[src/rtl/result_collector_if.sv]
`default_nettype none
// ============================================================================
//  Module   : result_collector_if
//  Brief    : Bundle of control, result and stream signals for the result
//             collector. Signal suffixes are from the collector's viewpoint.
//  Revision : 1.0  initial release
// ============================================================================
interface result_collector_if #(
    parameter int CORES    = 4,
    parameter int RESULT_W = 8,
    parameter int TOTAL_W  = 16,
    parameter int CYCLE_W  = 16
);
    logic                         clear_i;
    logic [CORES*RESULT_W-1:0]    result_i;
    logic [CORES-1:0]             strobe_i;
    logic                         out_ready_i;
    logic                         out_valid_o;
    logic [2:0]                   out_core_o;
    logic [RESULT_W-1:0]          out_data_o;
    logic [CORES-1:0]             done_mask_o;
    logic                         all_done_o;
    logic [TOTAL_W-1:0]           total_o;
    logic [CYCLE_W-1:0]           clk_cycles_o;
    logic                         dup_err_o;

    // Driver side: core array plus downstream consumer
    modport master (
        output clear_i, result_i, strobe_i, out_ready_i,
        input  out_valid_o, out_core_o, out_data_o, done_mask_o,
               all_done_o, total_o, clk_cycles_o, dup_err_o
    );

    // Collector side
    modport slave (
        input  clear_i, result_i, strobe_i, out_ready_i,
        output out_valid_o, out_core_o, out_data_o, done_mask_o,
               all_done_o, total_o, clk_cycles_o, dup_err_o
    );
endinterface
`default_nettype wire

[src/rtl/result_collector.sv]
`default_nettype none
// ============================================================================
//  Module   : result_collector
//  Brief    : Latches one result per core on the falling edge of its strobe,
//             drains them round-robin over a valid/ready stream, accumulates
//             a total and counts cycles until every core is done and drained.
//  Revision : 1.0  initial release
// ============================================================================
module result_collector #(
    parameter int CORES    = 4,
    parameter int RESULT_W = 8,
    parameter int TOTAL_W  = 16,
    parameter int CYCLE_W  = 16
) (
    input  wire logic         clk,
    input  wire logic         rst,
    result_collector_if.slave bus
);
    localparam int PTR_W = (CORES > 1) ? $clog2(CORES) : 1;

    logic [RESULT_W-1:0] slot_q [CORES];
    logic [RESULT_W-1:0] slot_d [CORES];
    logic [CORES-1:0]    pending_q, pending_d;
    logic [CORES-1:0]    done_q, done_d;
    logic [CORES-1:0]    prev_q;
    logic [PTR_W-1:0]    rr_q, rr_d;
    logic                hold_q, hold_d;
    logic [PTR_W-1:0]    hold_idx_q, hold_idx_d;
    logic [TOTAL_W-1:0]  total_q, total_d;
    logic [CYCLE_W-1:0]  cyc_q, cyc_d;
    logic                dup_q, dup_d;

    logic [CORES-1:0]    fall;
    logic [CORES-1:0]    capture;
    logic [PTR_W-1:0]    grant;
    logic                valid;
    logic                fire;
    logic                all_done;
    logic [RESULT_W-1:0] data;

    function automatic logic [PTR_W-1:0] next_idx(input logic [PTR_W-1:0] i);
        return (i == PTR_W'(CORES - 1)) ? '0 : i + PTR_W'(1);
    endfunction

    assign fall     = prev_q & ~bus.strobe_i;
    assign capture  = fall & ~done_q;
    assign valid    = |pending_q;
    assign fire     = valid & bus.out_ready_i;
    assign all_done = (&done_q) & ~(|pending_q);
    assign data     = valid ? slot_q[grant] : '0;

    // Round-robin grant from rr_q; a presented but unaccepted beat is held so
    // a later capture cannot steal the stream
    always_comb begin
        logic [PTR_W-1:0] idx;
        logic             found;
        idx   = rr_q;
        found = 1'b0;
        grant = '0;
        for (int k = 0; k < CORES; k++) begin
            if (!found && pending_q[idx]) begin
                grant = idx;
                found = 1'b1;
            end
            idx = next_idx(idx);
        end
        if (hold_q) begin
            grant = hold_idx_q;
        end
    end

    // Next-state: capture, drain, accumulate, count
    always_comb begin
        slot_d = slot_q;
        for (int i = 0; i < CORES; i++) begin
            if (capture[i]) begin
                slot_d[i] = bus.result_i[RESULT_W*i +: RESULT_W];
            end
        end
        pending_d = pending_q;
        if (fire) begin
            pending_d[grant] = 1'b0;
        end
        pending_d  = pending_d | capture;
        done_d     = done_q | capture;
        total_d    = fire ? total_q + TOTAL_W'(data) : total_q;
        rr_d       = fire ? next_idx(grant) : rr_q;
        hold_d     = valid & ~bus.out_ready_i;
        hold_idx_d = grant;
        cyc_d      = (!all_done && cyc_q != '1) ? cyc_q + CYCLE_W'(1) : cyc_q;
        dup_d      = dup_q | (|(fall & done_q));
    end

    // State registers; async reset and sync clear both return to idle
    always_ff @(posedge clk or posedge rst) begin
        if (rst) begin
            for (int i = 0; i < CORES; i++) slot_q[i] <= '0;
            pending_q  <= '0;
            done_q     <= '0;
            prev_q     <= '0;
            rr_q       <= '0;
            hold_q     <= 1'b0;
            hold_idx_q <= '0;
            total_q    <= '0;
            cyc_q      <= '0;
            dup_q      <= 1'b0;
        end else if (bus.clear_i) begin
            for (int i = 0; i < CORES; i++) slot_q[i] <= '0;
            pending_q  <= '0;
            done_q     <= '0;
            prev_q     <= '0;
            rr_q       <= '0;
            hold_q     <= 1'b0;
            hold_idx_q <= '0;
            total_q    <= '0;
            cyc_q      <= '0;
            dup_q      <= 1'b0;
        end else begin
            slot_q     <= slot_d;
            pending_q  <= pending_d;
            done_q     <= done_d;
            prev_q     <= bus.strobe_i;
            rr_q       <= rr_d;
            hold_q     <= hold_d;
            hold_idx_q <= hold_idx_d;
            total_q    <= total_d;
            cyc_q      <= cyc_d;
            dup_q      <= dup_d;
        end
    end

    assign bus.out_valid_o  = valid;
    assign bus.out_core_o   = valid ? 3'(grant) : 3'd0;
    assign bus.out_data_o   = data;
    assign bus.done_mask_o  = done_q;
    assign bus.all_done_o   = all_done;
    assign bus.total_o      = total_q;
    assign bus.clk_cycles_o = cyc_q;
    assign bus.dup_err_o    = dup_q;
endmodule
`default_nettype wire

[src/flat_wrapper.sv]
// flat-port wrapper written by rule: the top's interface ports become plain ports
module result_collector_flat 
#(
    parameter int CORES    = 4,
    parameter int RESULT_W = 8,
    parameter int TOTAL_W  = 16,
    parameter int CYCLE_W  = 16
)
  (clk, rst, bus_clear_i, bus_result_i, bus_strobe_i, bus_out_ready_i, bus_out_valid_o, bus_out_core_o, bus_out_data_o, bus_done_mask_o, bus_all_done_o, bus_total_o, bus_clk_cycles_o, bus_dup_err_o);
  result_collector_if #(.CORES(CORES), .RESULT_W(RESULT_W), .TOTAL_W(TOTAL_W), .CYCLE_W(CYCLE_W)) bus_i ();
  input  wire logic clk;
  input  wire logic rst;
  input wire logic [$bits(bus_i.clear_i)-1:0] bus_clear_i;
  input wire logic [$bits(bus_i.result_i)-1:0] bus_result_i;
  input wire logic [$bits(bus_i.strobe_i)-1:0] bus_strobe_i;
  input wire logic [$bits(bus_i.out_ready_i)-1:0] bus_out_ready_i;
  output wire logic [$bits(bus_i.out_valid_o)-1:0] bus_out_valid_o;
  output wire logic [$bits(bus_i.out_core_o)-1:0] bus_out_core_o;
  output wire logic [$bits(bus_i.out_data_o)-1:0] bus_out_data_o;
  output wire logic [$bits(bus_i.done_mask_o)-1:0] bus_done_mask_o;
  output wire logic [$bits(bus_i.all_done_o)-1:0] bus_all_done_o;
  output wire logic [$bits(bus_i.total_o)-1:0] bus_total_o;
  output wire logic [$bits(bus_i.clk_cycles_o)-1:0] bus_clk_cycles_o;
  output wire logic [$bits(bus_i.dup_err_o)-1:0] bus_dup_err_o;
  assign bus_i.clear_i = bus_clear_i;
  assign bus_i.result_i = bus_result_i;
  assign bus_i.strobe_i = bus_strobe_i;
  assign bus_i.out_ready_i = bus_out_ready_i;
  assign bus_out_valid_o = bus_i.out_valid_o;
  assign bus_out_core_o = bus_i.out_core_o;
  assign bus_out_data_o = bus_i.out_data_o;
  assign bus_done_mask_o = bus_i.done_mask_o;
  assign bus_all_done_o = bus_i.all_done_o;
  assign bus_total_o = bus_i.total_o;
  assign bus_clk_cycles_o = bus_i.clk_cycles_o;
  assign bus_dup_err_o = bus_i.dup_err_o;
  result_collector #(.CORES(CORES), .RESULT_W(RESULT_W), .TOTAL_W(TOTAL_W), .CYCLE_W(CYCLE_W)) u_core (.clk(clk), .rst(rst), .bus(bus_i));
endmodule
[config.mk]
export PLATFORM = sky130hd
export DESIGN_NAME = result_collector_flat
export DESIGN_NICKNAME = d
export VERILOG_FILES = /design/src/rtl/result_collector_if.sv /design/src/rtl/result_collector.sv /design/src/flat_wrapper.sv
export SDC_FILE = /design/constraint.sdc
export NUM_CORES = 1
export LEC_CHECK = 0
export ABC_AREA = 0
export BUFFER_PORTS_ARGS = -buffer_cell sky130_fd_sc_hd__buf_2
export CAP_MARGIN = 10
export CELL_PAD_IN_SITES_DETAIL_PLACEMENT = 0
export CELL_PAD_IN_SITES_GLOBAL_PLACEMENT = 1
export CORE_ASPECT_RATIO = 0.9
export CORE_MARGIN = 1.5
export CORE_UTILIZATION = 44
export CTS_BUF_LIST = sky130_fd_sc_hd__clkbuf_4 sky130_fd_sc_hd__clkbuf_8
export CTS_CLUSTER_DIAMETER = 30
export DETAILED_ROUTE_END_ITERATION = 16
export PLACE_DENSITY = 0.84
export SYNTH_ARGS = -nofsm -noshare
export SYNTH_HDL_FRONTEND = slang
export SYNTH_SLANG_ARGS = --single-unit
export TNS_END_PERCENT = 10
[constraint.sdc]
create_clock -name clk -period 6.8 [get_ports clk]
set_input_delay 1.02 -clock clk [delete_from_list [all_inputs] [get_ports clk]]
set_output_delay 1.02 -clock clk [all_outputs]
set_load 0.02 [all_outputs]
==> results of run 1 <==
==> flip-flops by register name, indices dropped and copies added, names as in the netlist <==
register                 cells
u_core.slot_q               32
u_core.bus.clk_cycles_o     16
u_core.bus.total_o          16
u_core.bus.done_mask_o       4
u_core.pending_q             4
u_core.prev_q                4
u_core.hold_idx_q            2
u_core.rr_q                  2
u_core.bus.dup_err_o         1
u_core.hold_q                1
==> area by class of cell <==
class                   instances  area [um^2]
clock buffers                   9          124
fillers                      1053         5240
clock inverters                 5         81.3
multi-input cells             388         2700
well taps                     152          190
inverters                      13         50.0
flip-flops and latches         82         2050
repair buffers                 97          508
==> routing by layer <==
metal | global-route usage (%) | part of all wire [%]
met4 | 6.44 | 2.0
met1 | 30.8 | 46
met2 | 33.0 | 47
met5 | 0 | 0
met3 | 5.83 | 5.4
==> worst reg2reg max path: stages, from the launching register on <==
cell,delay [ns]
dfrtp_1,0.50
ha_1,0.56
mux4_2,0.60
a2111oi_4,0.27
buf_4,0.29
or3_1,0.62
a211oi_1,0.16
o22ai_1,0.33
ha_1,0.30
a21o_1,0.16
a21oi_1,0.26
o21ai_0,0.23
a311oi_1,0.49
or3_1,0.18
a21oi_1,0.06
==> power by group through the flow <==
stage               clock network [mW]  logic (mW)  registers (mW)
finish                           0.382       0.197           0.519
global route                     0.409       0.217           0.522
CTS                              0.389       0.198           0.519
detailed placement                   0       0.197           0.529
global placement                     0       0.192           0.528
floorplan                            0       0.149           0.525
==> final timing paths <==
path	start	to	slack, ns	cells past startpoint
max	u_core.rr_q[0]	u_core.bus.total_o[13]	1.65	14
min	u_core.slot_q[11]	u_core.slot_q[11]	0.53	2
max reg2reg	u_core.rr_q[0]	u_core.bus.total_o[13]	1.65	14
min reg2reg	u_core.slot_q[11]	u_core.slot_q[11]	0.53	2
max in group asynchronous	rst	u_core.hold_idx_q[1]	5.17	3
min in group asynchronous	rst	u_core.slot_q[5]	0.95	3
==> per-stage QoR <==
stage          cells  total power [mW]  setup WS, ns  hold slack [ns]  utilization (%)
2_1_floorplan    518             0.674          1.81            0.477                -
3_3_place_gp     732             0.720          1.85            0.505             50.2
3_5_place_dp     732             0.725          1.70            0.513             50.2
4_1_cts          746              1.11          1.67            0.533             52.1
5_1_grt          746              1.15          1.28            0.540             52.1
6_report         746              1.10          1.65            0.530             52.1
==> kinds of logic (layout without fill, tap and decap cells) <==
kind of cell,after synthesis,in the layout
AO/OA/AOI/OAI,108,108
XOR/XNOR,17,17
adder cells (fa/ha/maj),15,15
buffers and inverters,48,124
flip-flops,82,82
multiplexers,39,39
other,1,1
AND/OR/NAND/NOR,208,208
==> layout by cell type, fill, tap and decap left out, types with 14 or more instances in the layout <==
cell,count
mux2i_1,34
and3_1,15
dfrtp_1,82
nor4b_1,16
nor2b_1,20
a21boi_0,16
ha_1,14
nand2_1,28
a21oi_1,25
nor2_1,67
buf_2,88
==> synth_stat cells (all sizes together) (9+ instances only) <==
cell type | n | area, um^2
nor4b | 16 | 140
clkbuf | 16 | 60.1
and3 | 17 | 113
inv | 13 | 48.8
nand2 | 28 | 105
xnor2 | 12 | 105
nand3 | 10 | 55.1
a21boi | 17 | 128
dfrtp | 82 | 2050
nor2 | 68 | 258
mux2i | 34 | 340
ha | 14 | 175
buf | 18 | 114
nor2b | 20 | 125
nor3 | 9 | 45.0
o21ai | 12 | 60.1
a21oi | 25 | 125
a211oi | 18 | 165
==> flow_summary.yaml, run 1 <==
synth:
  synth-seq-cells: 82
  synth_top_family_by_area: "simple AND/OR/NAND/NOR gates"
  yosysSeqAreaShare_pct: 41.2
  syn-instance-count: 518
  syn_nets: 573
  yosys.area_share.simple_pct: 22.6
  ys_types: 65
  synth-main-ff-cell: "dfrtp_1"
  syn_area_um2: 4980
  synthAdderAreaFrac_pct: 3.92
  avgSynthCellArea_um2: 9.62
  ys_warn_count: 0
  synth_xor_area_share_pct: 2.99
  synth-edff-count: 0
  synth_compound_area_share_pct: 16.0
  synth_mux_area_share_pct: 8.64
  async_flop_share_pct: 100
route:
  ant_nets: 0
  vias: 4160
  drt_wl_total_mm: 12.5
  wl_per_cell_um: 16.8
  drc: 0
  vias_per_cell: 5.58
  drtIter0Drc: 236
  first_pass_iters: 4
clock_tree:
  post_cts_buffers: 0
  numCtsBuffers: 9
  clk_pin_slew_ns: 0.08
  insertion_delay_ns: 0.37
  cts.sinks: 82
  tritoncts: "yes"
  hold_buffers: 0
  htreeDepth: 3
  cts_resized: 0
  root_buffer: "clkbuf_8"
  clock_path_buffers: 2
timing:
  slew_headroom_pct: 24.6
  rsz0062_at_grt: "no"
  period_share_pct: 75.8
  tns_ns: 0
  slew_violations: 0
  finClkSkew_ns: 0.00919
  period_needed_ns: 5.15
  final-setup-viol-count: 0
  worstMarginPinSlew_ns: 1.13
  hold_viol: 0
  max_freq_mhz: 194
placed_design:
  dpl_cell_area_um2: 5500
  portBuffers: 88
  dp_hpwl_mm: 8.69
  place.gp.congestion: 0.895
worst_setup_path:
  worstSetupStartpointType: "flop"
  crit_path_end_kind: "flop"
  slowest_delay_ns: 0.61
  cp_top_family: "compound AO/OA/AOI/OAI gates"
  path_cells: "ha_1 > mux4_2 > a2111oi_4 > buf_4 > or3_1 > a211oi_1 > o22ai_1 > ha_1 > a21o_1 > a21oi_1 > o21ai_0 > a311oi_1 > or3_1 > a21oi_1"
  critPathKind: "reg -> reg"
  critPathArrivalTime_ns: 5.37
  critPathMaxFanout: 17
  crit_slowest_cell: "or3_1"
  cp.required_ns: 7.02
  crit_buf_inv: 1
pwr:
  power.internal_mw: 0.775
  switching_share_pct: 29.5
  pwr-share-clk_pct: 34.8
  p_leak_nw: 2.58
  combPwrFrac_pct: 17.9
  power_switching_mw: 0.324
  vdd_drop_max_v: 0.000135
  seq_power_share_pct: 47.3
  power.density_nw_per_um2: 193
layout:
  layout.nets: 646
  post_route_cells_drive_above_1_share_pct: 22.7
  synthToLayoutAreaGrowth_pct: 14.5
  antenna_cells: 0
  stdcell_area_um2: 5700
floorplanning:
  core_um2: 10900
  die_w_um: 115
  die_h_um: 104
  initial_core_util_pct: 45.5
  rows: 36
  dieArea_um2: 12000
  io_pins: 90
global_route:
  grt_pass1_wl_mm: 20.6
  grt_usage_pct: 21.9
  antenna_found_initial: 0
  grt_pass1_vias: 3978
  grt_max_degree: 88
  overflow: 0
flow_run:
  cap_viol_max_count: 0
min_path:
  hold_class: "reg -> reg"
outcome:
  status: "finished, final reports clean"
Power figures use the tool's default switching activity.
==> run 2, diff against run 1 <==
--- a/config.mk
+++ b/config.mk
@@ -5,18 +5,18 @@
 export SDC_FILE = /design/constraint.sdc
 export NUM_CORES = 1
 export LEC_CHECK = 0
-export ABC_AREA = 0
+export ABC_AREA = 1
 export BUFFER_PORTS_ARGS = -buffer_cell sky130_fd_sc_hd__buf_2
 export CAP_MARGIN = 10
 export CELL_PAD_IN_SITES_DETAIL_PLACEMENT = 0
 export CELL_PAD_IN_SITES_GLOBAL_PLACEMENT = 1
 export CORE_ASPECT_RATIO = 0.9
 export CORE_MARGIN = 1.5
-export CORE_UTILIZATION = 44
+export CORE_UTILIZATION = 38
 export CTS_BUF_LIST = sky130_fd_sc_hd__clkbuf_4 sky130_fd_sc_hd__clkbuf_8
 export CTS_CLUSTER_DIAMETER = 30
 export DETAILED_ROUTE_END_ITERATION = 16
-export PLACE_DENSITY = 0.84
+export PLACE_DENSITY = 0.81
 export SYNTH_ARGS = -nofsm -noshare
 export SYNTH_HDL_FRONTEND = slang
 export SYNTH_SLANG_ARGS = --single-unit
==> constraint.sdc (replaced) <==
create_clock -name clk -period 4.6 [get_ports clk]
set_input_delay 0.69 -clock clk [delete_from_list [all_inputs] [get_ports clk]]
set_output_delay 0.69 -clock clk [all_outputs]
set_load 0.02 [all_outputs]
==> run 2 against run 1 <==
Clock power rose by 57%. Synthesized cell count rose by 14%. Hold slack got worse by 0.088 ns. Via count rose by 2.3%. Fmax rose by 25%. Critical path depth rose by 7. Sequential share of layout area rose by 2.1 points. Die area rose by 6.5%. Synthesized area fell by 7.9%. Flip-flop and latch count did not move. Critical path type unchanged.
==> flow_summary.yaml, run 2 <==
clock_tree:
  numCtsBuffers: 9
  tritoncts: "yes"
  hold_buffers: 0
  root_buffer: "clkbuf_8"
  cts_resized: 0
  clock_path_buffers: 2
  insertion_delay_ns: 0.37
  post_cts_buffers: 0
  cts.sinks: 82
  htreeDepth: 3
  clk_pin_slew_ns: 0.09
synth:
  synthMostInstantiatedCell: "nand2_1"
  ys_warn_count: 0
  async_flop_share_pct: 100
  ys_types: 46
  syn-instance-count: 589
  yosys.area.top_type_share_pct: 44.7
  synth-main-ff-cell: "dfrtp_1"
  syn_area_um2: 4590
  synth-seq-cells: 82
  yosysSeqAreaShare_pct: 44.7
  syn_nets: 644
  synth_area_leaders: "dfrtp_1 45%, nand2_1 9.1%, inv_1 7.3%"
  synth-edff-count: 0
  avgSynthCellArea_um2: 7.79
  ys_top_cells_by_count: "111 x nand2_1, 89 x inv_1, 82 x dfrtp_1, 64 x nand3_1, 62 x o21ai_0"
  synth_largest_area_cell: "dfrtp_1"
pwr:
  power.density_nw_per_um2: 401
  p_leak_nw: 2.75
  vdd_drop_max_v: 0.000235
  seq_power_share_pct: 36.7
  power_switching_mw: 0.853
  combPwrFrac_pct: 35.5
  power.internal_mw: 1.31
  pwr-share-clk_pct: 27.7
  finalPower_mw: 2.16
  switching_share_pct: 39.5
layout:
  antenna_cells: 0
  multi_input_area_um2: 2110
  layout_common_cells: "111 x nand2_1, 88 x inv_1, 88 x buf_2"
  n_fill_cell: 1170
  area.sequential_um2: 2050
  largest_register_ffs: 32
  post_route_cells_drive_above_1_share_pct: 19.1
  layout.nets: 730
  top_register: "u_core.slot_q"
  mostFrequentLayoutCell: "nand2_1"
  finish.utilization_pct: 46.4
  synthToLayoutAreaGrowth_pct: 17.4
worst_setup_path:
  critPathMaxFanout: 29
  slowest_delay_ns: 0.52
  critPathKind: "reg -> reg"
  worstSetupStartpointType: "flop"
  crit_slowest_cell: "o311ai_1"
  path_common_cell: "nand2_1"
  crit_path_end_kind: "flop"
  critPathArrivalTime_ns: 4.41
  cp_top_family: "simple AND/OR/NAND/NOR gates"
  crit_buf_inv: 1
  path_cells: "ha_1 > nand2_1 > o21ai_0 > nand2_1 > nand2_1 > nand2_2 > o21ai_0 > nand2_2 > nand3_4 > nand2_8 > nand2_1 > nand3_1 > a21oi_1 > ha_1 > nand2_1 > inv_1 > nand3_1 > o311ai_1 > nand3_1 > o21ai_0 > nor3b_1"
  cp.required_ns: 4.89
timing:
  tns_ns: 0
  hold_viol: 0
  rsz0062_at_grt: "no"
  final-setup-viol-count: 0
  max_freq_mhz: 243
  worstMarginPinSlew_ns: 1.17
  slew_violations: 0
  period_needed_ns: 4.12
  period_share_pct: 89.5
  finClkSkew_ns: 0.00770
  slew_headroom_pct: 21.3
global_route:
  grt_usage_pct: 20.3
  grt_max_degree: 47
  grt_pass1_vias: 4119
  overflow: 0
  grt_pass1_wl_mm: 20.3
  antenna_found_initial: 0
placed_design:
  place.gp.congestion: 0.871
  portBuffers: 88
  dp_hpwl_mm: 9.23
floorplanning:
  dieArea_um2: 12700
  io_pins: 90
  die_w_um: 119
  core_um2: 11600
  rows: 37
  die_h_um: 107
  initial_core_util_pct: 39.5
route:
  vias: 4256
  drc: 0
  vias_per_cell: 5.09
  drtIter0Drc: 331
  wl_per_cell_um: 14.9
  drt_wl_total_mm: 12.4
  first_pass_iters: 5
  ant_nets: 0
outcome:
  status: "finished, final reports clean"
min_path:
  hold_class: "in -> async"
flow_run:
  cap_viol_max_count: 0
## run 2: cell types whose count changed after synthesis, moves of 20 or more
cell and delta:
nor2_1 -31, o21ai_0 +50, inv_1 +76, nor2b_1 -20, nand3_1 +55, nand2_1 +83, mux2i_1 -34
## run 2: cell families after synthesis
group                      synth area share [%]
buffers and inverters                      9.38
and+or+nand+nor                            25.9
xor gates and xnor gates                  0.954
DFF                                        44.7
adders and majority gates                  4.25
other                                    0.0817
AOI/OAI and AO/OA                          14.7
## run 2: worst paths after layout
check | slack [ns] | end | startpoint | depth (start not counted)
worst max-delay path | 0.48 | u_core.bus.total_o[13] | u_core.rr_q[0] | 21
worst min-delay path | 0.44 | u_core.prev_q[1] | rst | 2
worst max register to register | 0.48 | u_core.bus.total_o[13] | u_core.rr_q[0] | 21
worst min register to register | 0.52 | u_core.bus.total_o[7] | u_core.bus.total_o[7] | 2
max in group asynchronous | 3.19 | u_core.bus.total_o[6] | rst | 3
min in group clk | 0.52 | u_core.hold_q | bus_out_ready_i | 2
## run 2: layout make-up
| cell class | instances | share of cell area [%] |
|---|---|---|
| tap | 156 | 3.62 |
| clock buffer | 9 | 2.30 |
| sequential | 82 | 38.1 |
| inverter | 93 | 6.50 |
| timing repair buffer | 91 | 8.59 |
| clock inverter | 7 | 1.83 |
| multi-input combinational | 398 | 39.1 |
## run 2: power by group through the flow
stage | Clock, mW | Sequential [mW] | Combinational, mW
3_3_place_gp | 0 | 0.807 | 0.762
2_1_floorplan | 0 | 0.813 | 0.573
4_1_cts | 0.622 | 0.793 | 0.769
5_1_grt | 0.650 | 0.799 | 0.859
6_report | 0.599 | 0.793 | 0.767
3_5_place_dp | 0 | 0.807 | 0.765
## run 2: metal layers
metal  share of wire [%]  wire, um  up-vias  track usage [%]
met5                   0         0        -                0
met4                 1.3       167        0             5.85
met3                 5.7       704       11             5.03
met2                  46      5720      123             32.6
met1                  47      5840     2005             27.4
li1                    -         -     2117                -
## run 2: through the flow
step | std cells | area, um^2 | worst slack [ns] | hold WS (ns)
after floorplan | 589 | 4590 | 0.856 | 0.504
after global placement | 820 | 5170 | 0.619 | 0.489
after detailed placement | 820 | 5170 | 0.557 | 0.504
after CTS | 836 | 5390 | 0.501 | 0.459
after global routing | 836 | 5390 | 0.0862 | 0.492
final | 836 | 5390 | 0.482 | 0.443
==> run 3, diff against run 2 <==
--- a/config.mk
+++ b/config.mk
@@ -5,18 +5,17 @@
 export SDC_FILE = /design/constraint.sdc
 export NUM_CORES = 1
 export LEC_CHECK = 0
-export ABC_AREA = 1
 export BUFFER_PORTS_ARGS = -buffer_cell sky130_fd_sc_hd__buf_2
 export CAP_MARGIN = 10
 export CELL_PAD_IN_SITES_DETAIL_PLACEMENT = 0
 export CELL_PAD_IN_SITES_GLOBAL_PLACEMENT = 1
 export CORE_ASPECT_RATIO = 0.9
 export CORE_MARGIN = 1.5
-export CORE_UTILIZATION = 38
+export CORE_UTILIZATION = 40
 export CTS_BUF_LIST = sky130_fd_sc_hd__clkbuf_4 sky130_fd_sc_hd__clkbuf_8
 export CTS_CLUSTER_DIAMETER = 30
 export DETAILED_ROUTE_END_ITERATION = 16
-export PLACE_DENSITY = 0.81
+export PLACE_DENSITY = 0.8
 export SYNTH_ARGS = -nofsm -noshare
 export SYNTH_HDL_FRONTEND = slang
 export SYNTH_SLANG_ARGS = --single-unit
==> run 3 against run 2 <==
Count of clock-buffer cells in the layout is 2 higher. Routed wire length grew 5.2%. Critical endpoint is now u_core.bus.total_o[8]. Critical path depth is 6 lower. Highest routed layer unchanged. Worst setup slack worse by 0.29 ns. Core utilization increased by 2.4 points. Largest cell class unchanged. Critical path type unchanged. Global-route usage is 0.37 points higher.
==> flow_summary.yaml, run 3 (synthesized netlist as in run 1, its figures left out) <==
outcome:
  status: "finished, final reports clean"
layout:
  largest_register_ffs: 32
  layout.nets: 663
  synthToLayoutAreaGrowth_pct: 18.3
  antenna_cells: 0
  layout_common_cells: "88 x buf_2, 82 x dfrtp_1, 67 x nor2_1"
  mostFrequentLayoutCell: "buf_2"
  stdcell_area_um2: 5890
  post_route_cells_drive_above_1_share_pct: 25.8
  top_register: "u_core.slot_q"
  finish.utilization_pct: 48.8
worst_setup_path:
  crit_path_end_kind: "flop"
  critPathKind: "reg -> reg"
  ff2ff_path_depth: 15
  critPathMaxFanout: 14
  worstSetupStartpointType: "flop"
  critPathArrivalTime_ns: 4.64
  cp.required_ns: 4.83
floorplanning:
  core_um2: 12100
  dieArea_um2: 13100
  rows: 38
  initial_core_util_pct: 41.2
  io_pins: 90
  die_h_um: 109
  die_w_um: 121
placed_design:
  portBuffers: 88
  dp_hpwl_mm: 9.49
  place.gp.congestion: 0.856
  pre_cts_ws_ns: 0.0455
  dpl_cell_area_um2: 5650
clock_tree:
  cts.sinks: 82
  htreeDepth: 3
  clk_pin_slew_ns: 0.09
  hold_buffers: 0
  clock_path_buffers: 2
  tritoncts: "yes"
  root_buffer: "clkbuf_8"
  numCtsBuffers: 9
  insertion_delay_ns: 0.37
timing:
  finClkSkew_ns: 0.0125
  slew_violations: 0
  period_needed_ns: 4.40
  whs_ns: 0.411
  max_freq_mhz: 227
  worstMarginPinSlew_ns: 1.05
  rsz0062_at_grt: "no"
  slew_headroom_pct: 28.8
  layout_setup_ws_ns: 0.196
  final-setup-viol-count: 0
  tns_ns: 0
  hold_viol: 0
  period_share_pct: 95.7
route:
  drc: 0
  ant_nets: 0
  first_pass_iters: 5
  vias: 4262
  drt_wl_total_mm: 13.1
  vias_per_cell: 5.52
  drtIter0Drc: 270
  wl_per_cell_um: 16.9
global_route:
  grt_max_degree: 61
  grt_usage_pct: 20.7
  grt_pass1_wl_mm: 21.1
  grt_pass1_vias: 4047
  overflow: 0
  antenna_found_initial: 0
pwr:
  vdd_drop_max_v: 0.000139
  power_switching_mw: 0.490
  switching_share_pct: 29.2
  p_leak_nw: 2.68
  seq_power_share_pct: 45.4
  combPwrFrac_pct: 19.3
  power.density_nw_per_um2: 285
  power.internal_mw: 1.19
  pwr-share-clk_pct: 35.3
min_path:
  hold_class: "in -> async"
flow_run:
  cap_viol_max_count: 0
==> run 3: power groups by stage <==
stage                     Sequential [mW]  Combinational [mW]  Clock, mW
final                               0.763               0.324      0.592
after global routing                0.767               0.357      0.645
after CTS                           0.763               0.325      0.619
after detailed placement            0.777               0.323          0
after global placement              0.777               0.317          0
after floorplan                     0.776               0.221          0
==> run 3: metal layers <==
layer  global-route usage [%]  part of all wire (%)  wire, um  vias up
met5                        0                     0         0        -
met4                     7.06                   2.0       259        0
met3                     5.60                   5.6       733       19
li1                         -                     -         -     2051
met2                     32.8                    47      6200      111
met1                     27.5                    45      5870     2081
==> run 3: final timing paths <==
path / endpoint / slack, ns / start
min in group clk: u_core.slot_q[11] / 0.53 / u_core.slot_q[11]
worst min register to register: u_core.slot_q[11] / 0.53 / u_core.slot_q[11]
worst max-delay path: u_core.bus.total_o[8] / 0.20 / u_core.rr_q[0]
max in group asynchronous: u_core.bus.total_o[9] / 3.19 / rst
worst max register to register: u_core.bus.total_o[8] / 0.20 / u_core.rr_q[0]
worst min-delay path: u_core.slot_q[4] / 0.41 / rst
==> run 3: what timing repair did <==
action,in CTS,in global routing
resized for setup,0,4
setup endpoints to repair,0,6
buffers inserted,0,1
==> run 3: metrics by stage <==
stage	power, mW	cells
after floorplan	0.997	518
after global placement	1.09	756
after detailed placement	1.10	756
after CTS	1.71	771
after global routing	1.77	772
final	1.68	772
==> run 3: worst max-delay path, cell delays in order, from the launching register on <==
cell       delay (ns)
dfrtp_1          0.39
ha_1             0.32
mux4_2           0.56
or4_4            0.53
and3_1           0.22
a211oi_1         0.28
o22ai_2          0.12
ha_1             0.23
fa_1             0.41
a21o_1           0.19
a21oi_2          0.18
o21bai_2         0.11
a2111oi_4        0.34
buf_4            0.20
or4_1            0.11
a21oi_1          0.06
==> run 3: cell type report <==
cell class | instances | area [um^2]
fill | 1160 | 6180
multi-input combinational | 388 | 2740
sequential | 82 | 2050
timing repair buffer | 114 | 636
tap | 160 | 200
clock buffer | 11 | 145
clock inverter | 4 | 76.3
inverter | 13 | 50.0
